File: src/rtl/visumon_debug_arbiter_pkg.sv
// Shared visuMon types: debug payload, colour enum and the debug-port arbiter state set.
package visumon_debug_arbiter_pkg;

  localparam int unsigned VISUMON_ARB_MAX_REQ = 8;

  typedef enum logic [2:0] {
    Black,
    Red,
    Green,
    Yellow,
    Blue,
    Magenta,
    Cyan,
    White
  } color_e;

  // 19-bit payload written into visuMon's per-LED debug table.
  typedef struct packed {
    logic [7:0] ledNo;
    color_e     color;
    logic [7:0] status;
  } debugInfo_t;

  typedef enum logic [1:0] {
    StIdle,
    StAssert,
    StRecover
  } arb_state_t;

  function automatic logic arb_busy(arb_state_t st);
    return st != StIdle;
  endfunction

endpackage

File: src/rtl/visumon_debug_arbiter_rr_pick.sv
// Combinational round-robin search: first set request strictly after last_i, wrapping.
module visumon_debug_arbiter_rr_pick #(
  parameter int unsigned NumReq = 4,
  parameter int unsigned IdxW   = 2
) (
  input  logic [NumReq-1:0] req_i,
  input  logic [IdxW-1:0]   last_i,
  output logic              valid_o,
  output logic [IdxW-1:0]   idx_o
);

  always_comb begin
    valid_o = 1'b0;
    idx_o   = last_i;
    // Walk the offsets from farthest to nearest so the nearest set request wins.
    for (int k = int'(NumReq); k >= 1; k--) begin
      logic [IdxW-1:0] cand;
      cand = IdxW'((int'(last_i) + k) % int'(NumReq));
      if (req_i[cand]) begin
        valid_o = 1'b1;
        idx_o   = cand;
      end
    end
  end

endmodule

File: src/rtl/visumon_debug_arbiter.sv
// Round-robin arbiter for the visuMon debug-write port; one-cycle o_cs pulses plus recovery.
// Optional write deduplication is enabled with the VISUMON_ARB_DEDUP_EN macro.
module visumon_debug_arbiter
  import visumon_debug_arbiter_pkg::*;
#(
  parameter int unsigned NUM_REQ = 4
) (
  input  logic                     i_clk25Mhz,
  input  logic                     i_reset,
  input  logic       [NUM_REQ-1:0] i_req,
  input  debugInfo_t [NUM_REQ-1:0] i_debugInfo,
  output logic       [NUM_REQ-1:0] o_ack,
  output logic                     o_cs,
  output debugInfo_t               o_debugInfo,
  output logic                     o_busy
`ifdef VISUMON_ARB_DEDUP_EN
  ,
  output logic       [15:0]        o_dedupCount
`endif
);

  localparam int unsigned IDX_W = $clog2(NUM_REQ);

  arb_state_t         state_q, state_d;
  logic [IDX_W-1:0]   last_q, last_d;
  debugInfo_t         info_q, info_d;
  logic               cs_q, cs_d;
  logic [NUM_REQ-1:0] ack_q, ack_d;

  logic               pick_valid;
  logic [IDX_W-1:0]   pick_idx;
  logic               arb_en;
  logic               grant;
  logic               dup;

  visumon_debug_arbiter_rr_pick #(
    .NumReq (NUM_REQ),
    .IdxW   (IDX_W)
  ) u_rr_pick (
    .req_i   (i_req),
    .last_i  (last_q),
    .valid_o (pick_valid),
    .idx_o   (pick_idx)
  );

  // Requests are only sampled outside the strobe cycle.
  assign arb_en = (state_q != StAssert);
  assign grant  = arb_en && pick_valid;

  always_comb begin
    state_d = state_q;
    last_d  = last_q;
    info_d  = info_q;
    cs_d    = 1'b1;
    ack_d   = '0;
    case (state_q)
      StIdle, StRecover: begin
        if (pick_valid) begin
          state_d         = StAssert;
          last_d          = pick_idx;
          info_d          = i_debugInfo[pick_idx];
          ack_d[pick_idx] = 1'b1;
          cs_d            = dup;
        end else begin
          state_d = StIdle;
        end
      end
      StAssert: state_d = StRecover;
      default:  state_d = StIdle;
    endcase
  end

  // cs and ack are flops with async reset so a reset mid-write lifts o_cs without a glitch.
  always_ff @(posedge i_clk25Mhz or negedge i_reset) begin
    if (!i_reset) begin
      state_q <= StIdle;
      last_q  <= IDX_W'(NUM_REQ - 1);
      info_q  <= '0;
      cs_q    <= 1'b1;
      ack_q   <= '0;
    end else begin
      state_q <= state_d;
      last_q  <= last_d;
      info_q  <= info_d;
      cs_q    <= cs_d;
      ack_q   <= ack_d;
    end
  end

  assign o_cs        = cs_q;
  assign o_ack       = ack_q;
  assign o_debugInfo = info_q;
  assign o_busy      = arb_busy(state_q);

`ifdef VISUMON_ARB_DEDUP_EN
  debugInfo_t [NUM_REQ-1:0] shadow_q, shadow_d;
  logic       [NUM_REQ-1:0] shadow_vld_q, shadow_vld_d;
  logic       [15:0]        dedup_cnt_q, dedup_cnt_d;

  assign dup = shadow_vld_q[pick_idx] && (shadow_q[pick_idx] == i_debugInfo[pick_idx]);

  // Shadow is written on the edge entering the strobe cycle; no new grant can observe it earlier.
  always_comb begin
    shadow_d     = shadow_q;
    shadow_vld_d = shadow_vld_q;
    dedup_cnt_d  = dedup_cnt_q;
    if (grant) begin
      if (dup) begin
        if (dedup_cnt_q != 16'hFFFF) begin
          dedup_cnt_d = dedup_cnt_q + 16'd1;
        end
      end else begin
        shadow_d[pick_idx]     = i_debugInfo[pick_idx];
        shadow_vld_d[pick_idx] = 1'b1;
      end
    end
  end

  always_ff @(posedge i_clk25Mhz or negedge i_reset) begin
    if (!i_reset) begin
      shadow_q     <= '0;
      shadow_vld_q <= '0;
      dedup_cnt_q  <= '0;
    end else begin
      shadow_q     <= shadow_d;
      shadow_vld_q <= shadow_vld_d;
      dedup_cnt_q  <= dedup_cnt_d;
    end
  end

  assign o_dedupCount = dedup_cnt_q;
`else
  assign dup = 1'b0;
`endif

endmodule

File: config.mk
export PLATFORM = sky130hd
export DESIGN_NAME = visumon_debug_arbiter
export DESIGN_NICKNAME = d
export VERILOG_FILES = /design/src/rtl/visumon_debug_arbiter_pkg.sv /design/src/rtl/visumon_debug_arbiter_rr_pick.sv /design/src/rtl/visumon_debug_arbiter.sv
export SDC_FILE = /design/constraint.sdc
export NUM_CORES = 1
export LEC_CHECK = 0
export BUFFER_PORTS_ARGS = -buffer_cell sky130_fd_sc_hd__buf_2
export CAP_MARGIN = 20
export CORE_ASPECT_RATIO = 1.2
export CORE_MARGIN = 1
export CORE_UTILIZATION = 25
export CTS_BUF_LIST = sky130_fd_sc_hd__clkbuf_16
export CTS_CLUSTER_SIZE = 30
export DETAILED_ROUTE_END_ITERATION = 10
export GPL_TIMING_DRIVEN = 0
export PLACE_DENSITY = 0.5
export SYNTH_ARGS = -nofsm -noshare
export SYNTH_HDL_FRONTEND = slang
export SYNTH_HIERARCHICAL = 1
export SYNTH_SLANG_ARGS = --single-unit
File: constraint.sdc
create_clock -name i_clk25Mhz -period 6.85 [get_ports i_clk25Mhz]
set_clock_uncertainty 0.1 [all_clocks]
set_input_delay 0.3425 -clock i_clk25Mhz [delete_from_list [all_inputs] [get_ports i_clk25Mhz]]
set_output_delay 0.3425 -clock i_clk25Mhz [all_outputs]
set_load 0.02 [all_outputs]
-- After elaboration in Yosys (flattened, before gate mapping)
Cells that the tools add are included.
- bits of input ports: 82
- output and inout bits: 25
- flip-flop bits (word level): 28
- logic and storage cells: 50
- $lt $le $gt $ge: 6
- equal/unequal tests: 2
- muxes and demuxes: 26
- add/subtract/negate cells: 4
- reductions and logical operators: 5
- operator list (kind ; number):
    19-bit binary-select mux with 2-bit select ; 1
    19-bit 2-to-1 mux ; 1
    2-bit by 3-bit less-than comparator with 1-bit output (second input constant) ; 5
    1-bit 2-to-1 mux ; 12
    1-bit binary-select mux with 2-bit select ; 4
    2-bit 2-to-1 mux ; 4
    4-bit 2-to-1 mux ; 2
    2-bit by 1-bit adder with 2-bit output (second input constant) ; 2
    2-bit adder (second input constant) ; 2
    2-bit one-hot mux with 2 select lines ; 1
    1-bit demux with 2-bit select ; 1
    2-bit by 1-bit == test with 1-bit output (second input constant) ; 1
    2-bit == test (second input constant) ; 1
    2-bit by 1-bit >= comparator with 1-bit output (second input constant) ; 1
    2-bit logical NOT ; 1
    2-bit AND reduction ; 1
    2-bit nonzero test ; 1
    2-bit OR reduction ; 1
    1-bit logical AND ; 1

-- Logic depth before layout (Yosys ltp)
- depth after elaboration: 13
- mapped depth: 7
- depth with buffers taken out: 5

-- Cells and area by module
The synthesis kept the hierarchy.
- modules (own cells, without submodules) (module ; instances ; area each (µm²) ; sequential area each (µm²) ; cells each):
    visumon_debug_arbiter ; 1 ; 1549.0 ; 704.4 ; 86
    visumon_debug_arbiter_rr_pick ; 1 ; 82.6 ; 0.0 ; 14

-- Least setup slack after synthesis
OpenSTA, ideal clock, no wires.
- path kind: reg-to-reg
- start point: register last_q[1]
- end point: register info_q (netlist bit o_debugInfo[10])
- cell stages (with the launch flop): 8
- data required time: 6.625 ns
- clock period less this slack: 2.210 ns
- setup time: 0.125 ns
- slack: 4.640 ns
- arrival: 1.984 ns
- cell sequence: dfstp_2 > mux2i_1 > nor2_1 > a221o_1 > buf_6 > buf_12 > mux4_2 > mux2_4
- word-level cells in the longest chain between the ends: 9
- RTL lines (element ; line ; source):
    start, declared ; visumon_debug_arbiter.sv:25 ; logic [IDX_W-1:0] last_q, last_d;
    start signal, assigned ; visumon_debug_arbiter.sv:77 ; last_q <= IDX_W'(NUM_REQ - 1);
    start signal, assigned ; visumon_debug_arbiter.sv:83 ; last_q <= last_d;
    2-bit by 1-bit adder with 2-bit output ; visumon_debug_arbiter_rr_pick.sv:18 ; cand = IdxW'((int'(last_i) + k) % int'(NumReq));
    1-bit binary-select mux with 2-bit select ; visumon_debug_arbiter_rr_pick.sv:19 ; if (req_i[cand]) begin
    1-bit 2-to-1 mux (implied by the code) ; visumon_debug_arbiter_rr_pick.sv:19 ;
    2-bit 2-to-1 mux (3 in series) ; visumon_debug_arbiter_rr_pick.sv:19 ;
    2-bit 2-to-1 mux * ; visumon_debug_arbiter_rr_pick.sv:19 ;
    named net pick_idx[0] ; visumon_debug_arbiter.sv:31 ; logic [IDX_W-1:0] pick_idx;
    19-bit binary-select mux with 2-bit select * ; visumon_debug_arbiter.sv:61 ; info_d = i_debugInfo[pick_idx];
    19-bit 2-to-1 mux (implied by the code) * ; visumon_debug_arbiter.sv:61 ;
    end signal, assigned ; visumon_debug_arbiter.sv:84 ; info_q <= info_d;
    end, declared ; visumon_debug_arbiter.sv:26 ; debugInfo_t info_q, info_d;
The timed path passes the listed nets; every way through them passes the cells marked *. The select of a mux whose other input is x is not followed.
A chain may end at the register's enable or synchronous reset.

-- Worst setup path after layout
- start point: register last_q[1]
- end point: register info_q (netlist bit o_debugInfo[18])
Same word-level chain as after synthesis.

==> metrics.md <==
| Metric | Value |
|---|---|
| Status | complete, no violations |
| Vias in the first global route | 1346 |
| FFs w/ async S/R, synth | 100.0% |
| IO Port Bufs | 106 |
| Critical path peak fanout | 10 |
| Ports | 107 |
| Root buffer cell | clkbuf_16 |
| Leak | 1.165 nW |
| Num CTS Buffers | 3 |
| Gr ovfl total | 0 |
| Sequential fraction of the synthesis area | 43.17% |
| Synth warn | 6 |
| RD Place Congestion | 0.6109 |
| Dpl hpwl | 3.319 mm |
| First-pass GRT wire length | 6.451 mm |
| Max-slew violation count | 0 |
| Unrepaired setup endpoints after global routing | no |
| Post-synth net total | 182 |
| Top post-synthesis cells by area | dfrtp_1, mux4_2, mux2_4, mux2_2, dfstp_2 |
| WS Path Type | reg -> reg |
| CTS sink cnt | 28 |
| Layout cells sized above 1 | 74.76% |
| Final worst path period share | 34.01% |
| Rel. slew slack | 55.92% |
| Site row count | 31 |
| Minimum clock period | 2330 ps |
| DR DRC count | 0 |
| Syn_area_per_cell | 16.32 sq um |
| Leading register cell type out of synthesis | dfrtp_1 |
| # diodes | 0 |
| Yosys cell types | 28 |
| Die area | 6855 sq um |
| Sequential share of power | 29.0% |
| # H-tree levels | 1 |
| Clk Latency, worst-skew pair | 260 ps |
| Hold Fails Final Rpt | 0 |
| Post-Synthesis Cells | 100 |
| Worst r2r src | last_q[1] |
| Worst setup EP type | flop |
| Comb power frac | 57.4% |
| R2R Path End | o_debugInfo[18] |
| Core area | 6167 sq um |
| Final setup violation count | 0 |
| Peak VDD IR | 0.1358 mV |
| EDFF count, synth | 0 |
| Synth area leader | dfrtp_1 |
| Post-CTS resize count | 0 |
| Post-Syn Area | 1632 sq um |
| Fin Hold WS | 2.514 ps |
| Worst-margin pin slew | 661.2 ps |
| Max cap viols | 0 |
| Setup_tns | 0 ps |
| Starting DRT DRC Count | 46 |
| CTS tree | done |
| Synth Register Bits | 28 |
| Max Fclk | 429.3 MHz |
| Most common cell in the netlist | dfrtp_1 |
| Critical Path RT | 6900 ps |
| Reg2reg setup slack | 4520 ps |
| Top cell type's share of synthesized area | 38.34% |
| Via count | 1320 |
| # nets final | 293 |
| Routed Antenna Nets | 0 |
| Die height | 90.50 microns |
| CP arrival | 2380 ps |
| Power Internal | 0.6307 mW |
| Total GRT Usage | 12.53% |
| Power share of the clock group | 13.6% |
| Worst-path clk slew | 70 ps |
| Sw Share | 36.40% |
| Power per cell area | 423.1 nW/um^2 |
| Post-CTS setup buffers | 0 |
| Vias/cell | 4.521 |
| Initial antenna violation count | 0 |
| Routed WL per cell | 14.69 microns |
| Hold buffer count at CTS | 0 |
| Fillers | 614 |
| Worst Hold Class | in -> async |
| Initial core utilization | 26.46% |
| Chip width | 75.75 microns |
| Drt total wl | 4.289 mm |
| Crit path launch type | flop |
| Net Sw Power | 0.3610 mW |
| Largest net degree at the start of global routing | 29 |
| Area Growth Syn to Fin | 43.64% |
| R2R cell count | 7 |
| DR pass1 iterations | 4 |
| Maximum buffer depth of the clock tree | 2 |
| Most instantiated cells after synthesis | dfrtp_1, mux4_2, mux2_4, mux2_2, inv_1 |
-- worst max-delay path by stage --
stage,slack (ps),end,start
4_1_cts,4480,o_debugInfo[13],last_q[1]
6_report,4520,o_debugInfo[18],last_q[1]
5_1_grt,4380,o_debugInfo[13],last_q[1]
2_1_floorplan,4640,o_debugInfo[10],last_q[1]
3_5_place_dp,4490,o_debugInfo[13],last_q[1]
3_3_place_gp,4480,o_debugInfo[13],last_q[1]
-- power groups by stage --
stage | sequential (mW) | clock (mW) | combinational [mW]
6_report | 0.287 | 0.135 | 0.569
5_1_grt | 0.297 | 0.146 | 0.615
4_1_cts | 0.287 | 0.140 | 0.581
3_5_place_dp | 0.290 | 0 | 0.577
3_3_place_gp | 0.288 | 0 | 0.574
2_1_floorplan | 0.371 | 0 | 0.339
-- cells in the final DEF (no fill, tap or decap), types with 2 or more instances in the layout --
master and n:
nand2b_1 2, mux2_2 8, mux4_2 16, buf_2 109, dfstp_2 3, dfrtp_1 25, inv_1 5, clkbuf_16 3
a21oi_1 2, mux4_1 3, nor2b_1 2, nor3_1 2, mux2_4 12, nor2_1 2
-- critical path: stages, from the launching register on --
cell and delay [ps]:
dfstp_2 600, mux2i_1 200, nor2_1 60, a221o_1 270, buf_6 140, buf_12 150, mux4_2 430, mux2_4 270
-- registers in the layout, indices dropped and copies added (netlist names) --
register and flops:
o_cs 1, state_q 2, last_q 2, o_debugInfo 19
o_ack 4
-- metal layers --
layer / GRT usage, % / part of all wire, %
met1: 14.94 / 42
met2: 21.39 / 48
met3: 3.013 / 9.1
met4: 4.167 / 1.2
met5: 0 / 0
-- layout make-up --
type	count	area [sq um]	area share, %
clock inverter	1	3.754	0.1602
tap	82	102.6	4.378
sequential	28	704.4	30.06
inverter	5	18.77	0.8009
buffer	8	72.57	3.097
timing repair buffer	106	530.5	22.64
multi-input combinational	59	835.8	35.66
clock buffer	3	75.07	3.203
-- metrics by stage --
stage          instances  setup slack (ps)  total power, mW  util, %  cell area, sq um
3_3_place_gp         288              4479           0.8617    36.72              2265
3_5_place_dp         288              4493           0.8670    36.72              2265
5_1_grt              292              4381            1.058    38.00              2344
6_report             292              4520           0.9916    38.00              2344
2_1_floorplan        100              4640           0.7104        -              1632
4_1_cts              292              4484            1.008    38.00              2344
-- cells by family after synthesis --
logic type | share of synthesized area, %
compound gates | 2.301
buf+inv | 5.598
flops | 43.18
mux | 44.10
simple gates | 4.832
Note: power is estimated with default switching activity, not from simulation.
